--- config.mk ---
export PLATFORM = sky130hd
export DESIGN_NAME = bp_network_serializer_flat
export DESIGN_NICKNAME = d
export VERILOG_FILES = /design/src/rtl/bp_network_pkg.sv /design/src/rtl/bp_network_serializer_if.sv /design/src/rtl/bsg_counter_clear_up.sv /design/src/rtl/bp_network_serializer.sv /design/src/flat_wrapper.sv
export SDC_FILE = /design/constraint.sdc
export NUM_CORES = 1
export LEC_CHECK = 0
export ABC_AREA = 0
export BUFFER_PORTS_ARGS = -buffer_cell sky130_fd_sc_hd__buf_2
export CORE_MARGIN = 2
export CORE_UTILIZATION = 55
export CTS_CLUSTER_DIAMETER = 60
export DETAILED_ROUTE_END_ITERATION = 10
export PLACE_DENSITY_LB_ADDON = 0.1
export SYNTH_ARGS = -nofsm -noshare
export SYNTH_HDL_FRONTEND = slang
export SYNTH_SLANG_ARGS = --single-unit
--- constraint.sdc ---
create_clock -name clk_i -period 5.5 [get_ports clk_i]
set_input_delay 1.65 -clock clk_i [delete_from_list [all_inputs] [get_ports clk_i]]
set_output_delay 1.65 -clock clk_i [all_outputs]
set_load 0.02 [all_outputs]
--- src/rtl/bp_network_pkg.sv ---
`default_nettype none
// ============================================================================
// Module   : bp_network_pkg
// Brief    : Types and helpers shared by the network serializer and deserializer.
// Revision : 1.0  initial release
// ============================================================================

// Flit layout: destination ID in the upper bits, payload chunk in the lower bits.
`define BP_NETWORK_FLIT_S(dest_width, data_width) \
    typedef struct packed { \
        logic [dest_width-1:0] dest_id; \
        logic [data_width-1:0] data; \
    } bp_network_flit_s

package bp_network_pkg;

    typedef enum logic [0:0] {
        eIdle = 1'b0,
        eSend = 1'b1
    } bp_network_serializer_state_e;

    // Flits per message; both ends of the link call this so they always agree.
    function automatic int bp_network_num_packets(input int source_width, input int packet_width);
        return (source_width + packet_width - 1) / packet_width;
    endfunction

    function automatic int bp_network_count_width(input int num_packets);
        return (num_packets > 1) ? $clog2(num_packets) : 1;
    endfunction

endpackage

`default_nettype wire

--- src/rtl/bp_network_serializer_if.sv ---
`default_nettype none
// ============================================================================
// Module   : bp_network_serializer_if
// Brief    : Message-in / flit-out handshake bundle of the network serializer.
//            last_o exists only when BP_NETWORK_SERIALIZER_LAST_FLIT_EN is defined.
// Revision : 1.0  initial release
// ============================================================================
interface bp_network_serializer_if #(
    parameter int DEST_ID_WIDTH     = 4,
    parameter int SOURCE_DATA_WIDTH = 64,
    parameter int PACKET_DATA_WIDTH = 16
);
    localparam int FLIT_WIDTH = PACKET_DATA_WIDTH + DEST_ID_WIDTH;

    logic                         v_i;
    logic                         ready_o;
    logic [DEST_ID_WIDTH-1:0]     dest_id_i;
    logic [SOURCE_DATA_WIDTH-1:0] data_i;
    logic                         v_o;
    logic [FLIT_WIDTH-1:0]        data_o;
    logic                         ready_i;
`ifdef BP_NETWORK_SERIALIZER_LAST_FLIT_EN
    logic                         last_o;
`endif

    // master: message source plus flit sink; slave: the serializer itself
    modport master (
        output v_i, dest_id_i, data_i, ready_i,
        input  ready_o, v_o, data_o
`ifdef BP_NETWORK_SERIALIZER_LAST_FLIT_EN
        , input last_o
`endif
    );

    modport slave (
        input  v_i, dest_id_i, data_i, ready_i,
        output ready_o, v_o, data_o
`ifdef BP_NETWORK_SERIALIZER_LAST_FLIT_EN
        , output last_o
`endif
    );

endinterface

`default_nettype wire

--- src/rtl/bsg_counter_clear_up.sv ---
`default_nettype none
// ============================================================================
// Module   : bsg_counter_clear_up
// Brief    : Wrapping up-counter with synchronous clear; clear beats up.
// Revision : 1.0  initial release
// ============================================================================
module bsg_counter_clear_up #(
    parameter int WIDTH = 1
) (
    input  wire logic             clk,
    input  wire logic             rst,
    input  wire logic             i_clear,
    input  wire logic             i_up,
    output logic [WIDTH-1:0]      o_count
);

    logic [WIDTH-1:0] r_count;

    always_ff @(posedge clk) begin
        if (rst) begin
            r_count <= '0;
        end else if (i_clear) begin
            r_count <= '0;
        end else if (i_up) begin
            r_count <= r_count + WIDTH'(1);
        end
    end

    assign o_count = r_count;

endmodule

`default_nettype wire

--- src/rtl/bp_network_serializer.sv ---
`default_nettype none
// ============================================================================
// Module   : bp_network_serializer
// Brief    : Splits one {dest_id, payload} message into a train of dest-tagged
//            flits, least significant chunk first. Optional last_o under
//            BP_NETWORK_SERIALIZER_LAST_FLIT_EN.
// Revision : 1.0  initial release
// ============================================================================
module bp_network_serializer
    import bp_network_pkg::*;
#(
    parameter int DEST_ID_WIDTH     = 4,
    parameter int SOURCE_DATA_WIDTH = 64,
    parameter int PACKET_DATA_WIDTH = 16
) (
    input wire logic clk_i,
    input wire logic reset_i,
    bp_network_serializer_if.slave bus
);

    localparam int NUM_PACKETS = bp_network_num_packets(SOURCE_DATA_WIDTH, PACKET_DATA_WIDTH);
    localparam int BUF_WIDTH   = NUM_PACKETS * PACKET_DATA_WIDTH;
    localparam int CNT_WIDTH   = bp_network_count_width(NUM_PACKETS);

    `BP_NETWORK_FLIT_S(DEST_ID_WIDTH, PACKET_DATA_WIDTH);

    generate
        if (PACKET_DATA_WIDTH <= 0) begin : g_bad_packet_width
            $error("bp_network_serializer: PACKET_DATA_WIDTH must be > 0");
        end
        if (SOURCE_DATA_WIDTH <= 0) begin : g_bad_source_width
            $error("bp_network_serializer: SOURCE_DATA_WIDTH must be > 0");
        end
    endgenerate

    bp_network_serializer_state_e r_state;
    logic                         r_valid;
    logic [DEST_ID_WIDTH-1:0]     r_dest_id;
    logic [BUF_WIDTH-1:0]         r_buf;
    logic [CNT_WIDTH-1:0]         w_count;
    logic                         w_last;
    logic                         w_send;
    logic                         w_accept;
    logic                         w_ready;
    bp_network_flit_s             w_flit;

    generate
        if (NUM_PACKETS == 1) begin : g_single_flit
            assign w_last = 1'b1;
        end else begin : g_multi_flit
            localparam logic [CNT_WIDTH-1:0] c_last_idx = CNT_WIDTH'(NUM_PACKETS - 1);
            assign w_last = (w_count == c_last_idx);
        end
    endgenerate

    // Ready may rise combinationally from ready_i while the last flit drains,
    // which is what lets back-to-back messages stream without a bubble.
    assign w_ready  = ~reset_i & ((r_state == eIdle) |
                                  ((r_state == eSend) & w_last & bus.ready_i));
    assign w_accept = bus.v_i & w_ready;
    assign w_send   = r_valid & bus.ready_i;

    always_ff @(posedge clk_i) begin
        if (reset_i) begin
            r_state <= eIdle;
            r_valid <= 1'b0;
        end else begin
            case (r_state)
                eIdle: begin
                    if (w_accept) begin
                        r_state <= eSend;
                        r_valid <= 1'b1;
                    end
                end
                eSend: begin
                    if (w_send && w_last && !w_accept) begin
                        r_state <= eIdle;
                        r_valid <= 1'b0;
                    end
                end
                default: begin
                    r_state <= eIdle;
                    r_valid <= 1'b0;
                end
            endcase
        end
    end

    // Payload buffer and destination hold no reset; they are only observed in eSend.
    always_ff @(posedge clk_i) begin
        if (w_accept) begin
            r_buf     <= BUF_WIDTH'(bus.data_i);
            r_dest_id <= bus.dest_id_i;
        end else if (w_send) begin
            r_buf     <= r_buf >> PACKET_DATA_WIDTH;
        end
    end

    bsg_counter_clear_up #(
        .WIDTH   (CNT_WIDTH)
    ) u_flit_counter (
        .clk     (clk_i),
        .rst     (reset_i),
        .i_clear (w_accept),
        .i_up    (w_send),
        .o_count (w_count)
    );

    assign w_flit.dest_id = r_dest_id;
    assign w_flit.data    = r_buf[PACKET_DATA_WIDTH-1:0];

    assign bus.ready_o = w_ready;
    assign bus.v_o     = r_valid;
    assign bus.data_o  = w_flit;

`ifdef BP_NETWORK_SERIALIZER_LAST_FLIT_EN
    assign bus.last_o  = r_valid & w_last;
`endif

endmodule

`default_nettype wire

--- src/flat_wrapper.sv ---
// flat-port wrapper written by rule: the top's interface ports become plain ports
module bp_network_serializer_flat import bp_network_pkg::*;
#(
    parameter int DEST_ID_WIDTH     = 4,
    parameter int SOURCE_DATA_WIDTH = 64,
    parameter int PACKET_DATA_WIDTH = 16
)
  (clk_i, reset_i, bus_v_i, bus_dest_id_i, bus_data_i, bus_ready_i, bus_ready_o, bus_v_o, bus_data_o);
  bp_network_serializer_if #(.DEST_ID_WIDTH(DEST_ID_WIDTH), .SOURCE_DATA_WIDTH(SOURCE_DATA_WIDTH), .PACKET_DATA_WIDTH(PACKET_DATA_WIDTH)) bus_i ();
  input wire logic clk_i;
  input wire logic reset_i;
  input wire logic [$bits(bus_i.v_i)-1:0] bus_v_i;
  input wire logic [$bits(bus_i.dest_id_i)-1:0] bus_dest_id_i;
  input wire logic [$bits(bus_i.data_i)-1:0] bus_data_i;
  input wire logic [$bits(bus_i.ready_i)-1:0] bus_ready_i;
  output wire logic [$bits(bus_i.ready_o)-1:0] bus_ready_o;
  output wire logic [$bits(bus_i.v_o)-1:0] bus_v_o;
  output wire logic [$bits(bus_i.data_o)-1:0] bus_data_o;
  assign bus_i.v_i = bus_v_i;
  assign bus_i.dest_id_i = bus_dest_id_i;
  assign bus_i.data_i = bus_data_i;
  assign bus_i.ready_i = bus_ready_i;
  assign bus_ready_o = bus_i.ready_o;
  assign bus_v_o = bus_i.v_o;
  assign bus_data_o = bus_i.data_o;
  bp_network_serializer #(.DEST_ID_WIDTH(DEST_ID_WIDTH), .SOURCE_DATA_WIDTH(SOURCE_DATA_WIDTH), .PACKET_DATA_WIDTH(PACKET_DATA_WIDTH)) u_core (.clk_i(clk_i), .reset_i(reset_i), .bus(bus_i));
endmodule
Yosys cells after proc, flatten, opt, wreduce, memory -nomap -nowiden
Cells that the tools add are included.
{ "word_totals": {"ff_bits": 72, "latchBits": 0, "ram_bits": 0, "rom_bits": 0, "output_inout_bits": 22, "wordCells": 31, "mem_count": 0} }
{ "op_classes": {"addsub": 1, "multipliers": 0, "div": 0, "magnitude_cmp": 0, "n_eq_ne": 3, "shift": 0, "muxes": 8, "n_bitwise": 8, "reduce_logical": 6} }
{ "op_table": {"columns": ["operator", "n"], "rows": [
  ["2-to-1 mux 64 bit", 2],
  ["bitwise AND 1 bit", 5],
  ["2-to-1 mux 1 bit", 4],
  ["case mux 1 bit (2 select lines)", 2],
  ["adder 2 x 1 -> 2 bit, second input constant", 1],
  ["== test 2 bit, second input constant", 1],
  ["logical AND 1 bit", 2],
  ["!= test 2 x 1 -> 1 bit, second input constant", 1],
  ["!= test 2 bit, second input constant", 1],
  ["inverter 1 bit", 2],
  ["AND reduction 2 bit", 1],
  ["nonzero test 2 bit", 1],
  ["OR reduction 2 bit", 1],
  ["zero test 1 bit", 1],
  ["bitwise OR 1 bit", 1]
]} }

Depth between registers and ports, before layout
{ "depth": {"word_depth": 10, "ltp_mapped": 6, "depth_no_buf": 5} }

Modules after synthesis
From an unflattened synthesis, not the netlist that was laid out.
{ "hier_totals": {"cells_unflattened": 178, "area_unflattened_um2": 3072.9} }
{ "modules_own_cells": {"columns": ["mod", "n_inst", "cells_each", "area_per_inst_um2", "seq_area_each_um2"], "rows": [
  ["bp_network_serializer", 1, 170, 2987.9, 2082.0],
  ["bsg_counter_clear_up", 1, 8, 85.1, 40.0]
]} }

Least setup slack after synthesis
Ideal clock, no wire load.
{ "synth_timing": {"path_type": "in2reg", "start": "input bus_ready_i", "end": "register u_core.r_buf[0] (enable)", "arrival_ps": 3309, "slack_ps": 1500, "cell_stages": 5, "path_cell_list": "a21bo_4 -> nand3b_4 -> buf_6 -> buf_6 -> nand2_1"} }
{ "synth_via": {"elab_chain_len": 5, "word_cells_on_any_way": 6} }
{ "synth_rtl": {"columns": ["element", "line", "source"], "rows": [
  ["start: declaration", "flat_wrapper.sv:15", "input wire logic [$bits(bus_i.ready_i)-1:0] bus_ready_i;"],
  ["bitwise AND 1 bit", "bp_network_serializer.sv:59", "((r_state == eSend) & w_last & bus.ready_i));"],
  ["bitwise OR 1 bit", "bp_network_serializer.sv:58", "assign w_ready = ~reset_i & ((r_state == eIdle) |"],
  ["bitwise AND 1 bit", "bp_network_serializer.sv:58", null],
  ["bitwise AND 1 bit", "bp_network_serializer.sv:60", "assign w_accept = bus.v_i & w_ready;"],
  ["nonzero test 2 bit (no source line) (*)", null, null],
  ["end signal: assignment", "bp_network_serializer.sv:92", "r_buf <= BUF_WIDTH'(bus.data_i);"],
  ["end signal: assignment", "bp_network_serializer.sv:95", "r_buf <= r_buf >> PACKET_DATA_WIDTH;"],
  ["end: declaration", "bp_network_serializer.sv:39", "logic [BUF_WIDTH-1:0] r_buf;"]
]} }
Mark *: on every way between the ends. The rest lies on a longest branch, timed or not.
A chain may end at the register's enable or synchronous reset.

Worst setup path in the final report
{ "layout_timing": {"start": "input bus_ready_i", "end": "output bus_ready_o"} }
{ "layout_via": {"elab_chain_len": 3} }
{ "layout_rtl": {"columns": ["element", "line", "source"], "rows": [
  ["bitwise AND 1 bit", "bp_network_serializer.sv:59", null],
  ["bitwise OR 1 bit", "bp_network_serializer.sv:58", null],
  ["bitwise AND 1 bit", "bp_network_serializer.sv:58", null],
  ["end: declaration", "flat_wrapper.sv:16", "output wire logic [$bits(bus_i.ready_o)-1:0] bus_ready_o;"]
]} }
No other way between the ends.

==> metrics.yaml <==
htreeDepth: 3
drv_cap: 0
r2r_cells: 5
clock_skew_ps: 4.88
cts_root_buffer: "clkbuf_8"
min_period_ps: 3790
clkTransAtPathRegs_ps: 70
ant_nets: 0
p_clk_share_pct: 33.1
setup_violations: 0
startpoint_type: "input pin"
synth_flop_cell: "edfxtp_1"
drtPass1Iterations: 4
n_antenna_cell: 0
routabilityCongestion: 0.736
ys_seq_area_share_pct: 68.4
fin_ws_ps: 1710
drt-total-wl_um: 4630
power_frac_comb_pct: 10.6
n_fill_cell: 437
die_h_um: 79.1
crit_required_ps: 3850
start_util_pct: 56.7
async_flop_share_pct: 0
timing.slew.headroom_pct: 51.0
ys_types: 21
ys_warn_count: 0
rsz0062_at_grt: "false"
r2r_end: "u_core.r_buf[48]"
die_area_um2: 6250
clk_path_buf_depth: 2
p_int_mw: 0.917
post-route-util_pct: 67.4
grt_antenna_before_repair: 0
dpl.hpwl_um: 3200
path_class: "in2out"
final_cell_mix: "93 x buf_2, 68 x edfxtp_1, 39 x mux2_2, 16 x and2_1"
worstReg2RegStart: "u_core.u_flit_counter.o_count[0]"
post-route-period-util_pct: 69.0
tns_ps: 0
vias_per_cell: 4.83
final_common_cell: "buf_2"
crit_chain: "buf_2 -> a21boi_0 -> nor2_1 -> buf_2"
finalNonFillerCells: 340
synth.largest_area_cell: "edfxtp_1"
clock.fmax_mhz: 264
hp-class: "reg2reg"
clock_latency_ps: 320
whs_ps: 497
p_seq_share_pct: 56.3
hold_violations: 0
critPathMostFrequentCell: "buf_2"
rows: 27
grt_remaining_overflow: 0
endpoint_kind: "primary output"
ios: 94
port_buffers: 93
nNetsFinal: 336
whs_endpoint: "u_core.u_flit_counter.o_count[1]"
core_um2: 5470
area_delta_synth_final_pct: 19.0
slew_violations: 0
synth_top_area_share_pct: 65.9
crit_family: "buffers and inverters"
drcViolationCount: 0
crit_cells: 4
postCtsSetupBuffers: 0
cp_num_buf_inv: 2
cts-hold-fix-buffers: 0
leakagePower_nw: 1.52
power_density_nw_per_um2: 315
cts_made_buffers: 9
netSwitchingPower_mw: 0.246
grt_pass1_vias: 1790
ys_ff_latch: 72
min_from: "u_core.u_flit_counter.o_count[1]"
final_area_um2: 3690
drtIter0Drc: 84
grt_pass1_wl_um: 7800
dp.cells: 324
grt_max_degree: 51
synth_nets: 252
hold-path-cell-count: 2
grtUsageTotal_pct: 16.4
synth_area_per_cell_um2: 17.3
clock-sinks: 72
synth_edf_count: 68
crit_arrival_ps: 2140
synth_area_leaders: "edfxtp_1 66%, mux2_2 14%, mux2_4 4.4%"
worstMarginPinSlew_ps: 736
die_w_um: 79.1
vias: 1643
cp_max_fo: 6
place_ws_ps: 1510
final_layout_size_suffix_gt1_share_pct: 59.3
ir_drop_mv: 0.149
place_area_um2: 3510
total_power_mw: 1.16
cts_resized: 0
max_stage_delay_ps: 160
postSynthCellCount: 179
cts_tree: "yes"
netlist_area_um2: 3100
status: "finished clean"
wl_per_cell_um: 13.6
worst_path_max_delay_cell: "a21boi_0"
switching_share_pct: 21.2
rrSetupSlack_ps: 2760
kinds of logic (layout without fill, tap and decap cells):
family	count (synthesis)	after routing	synth area share, %
flops	72	72	68.4
mux	48	48	18.5
simple gates	27	27	5.25
buf+inv	24	113	5.49
compound gates	6	6	1.61
fa+ha+maj	1	1	0.403
xor+xnor	1	1	0.283
cells in the mapped netlist (all sizes together), types with 2 or more instances:
master,number
nor2,2
nand2,4
a21oi,2
edfxtp,68
and2,16
nor3,2
mux2,48
nand3,2
inv,2
dfxtp,4
buf,22
power groups by stage:
stage          Combinational [mW]  Sequential (mW)  Clock (mW)
2_1_floorplan              0.0862            0.669           0
3_3_place_gp                0.122            0.666           0
3_5_place_dp                0.124            0.668           0
4_1_cts                     0.125            0.656       0.393
5_1_grt                     0.135            0.659       0.421
6_report                    0.123            0.655       0.385
flip-flops by register name, indices dropped and copies added, names as in the netlist:
name,flops
u_core.bus.v_o,1
u_core.r_state,1
u_core.r_dest_id,4
u_core.u_flit_counter.o_count,2
u_core.r_buf,64
worst max-delay path by stage:
stage | from | end | slack, ps
after floorplan | bus_ready_i | u_core.r_buf[0] | 1500
after CTS | bus_ready_i | bus_ready_o | 1710
after global routing | bus_ready_i | bus_ready_o | 1640
final | bus_ready_i | bus_ready_o | 1710
after detailed placement | bus_ready_i | u_core.r_buf[59] | 1510
after global placement | bus_ready_i | u_core.r_buf[59] | 1560
worst register-to-register path, stage by stage (launching register included):
cell,delay (ps)
dfxtp_1,350
ha_1,230
a21bo_4,170
nand3b_4,540
nand2_2,720
buf_4,400
routing by layer:
layer	track usage, %	share of wire (%)	vias to the layer above
met5	0	0	-
met4	7.24	1.3	0
met3	4.20	7.0	7
met2	27.4	49	68
met1	20.2	43	750
li1	-	-	818
area by class of cell:
cell class / count / area (um2) / area share [%]
inverters: 2 / 7.51 / 0.203
flip-flops and latches: 72 / 2120 / 57.5
clock inverters: 4 / 45.0 / 1.22
clock buffers: 12 / 135 / 3.66
repair buffers: 95 / 480 / 13.0
well taps: 72 / 90.1 / 2.44
multi-input cells: 83 / 811 / 22.0
Power figures use the tool's default switching activity.
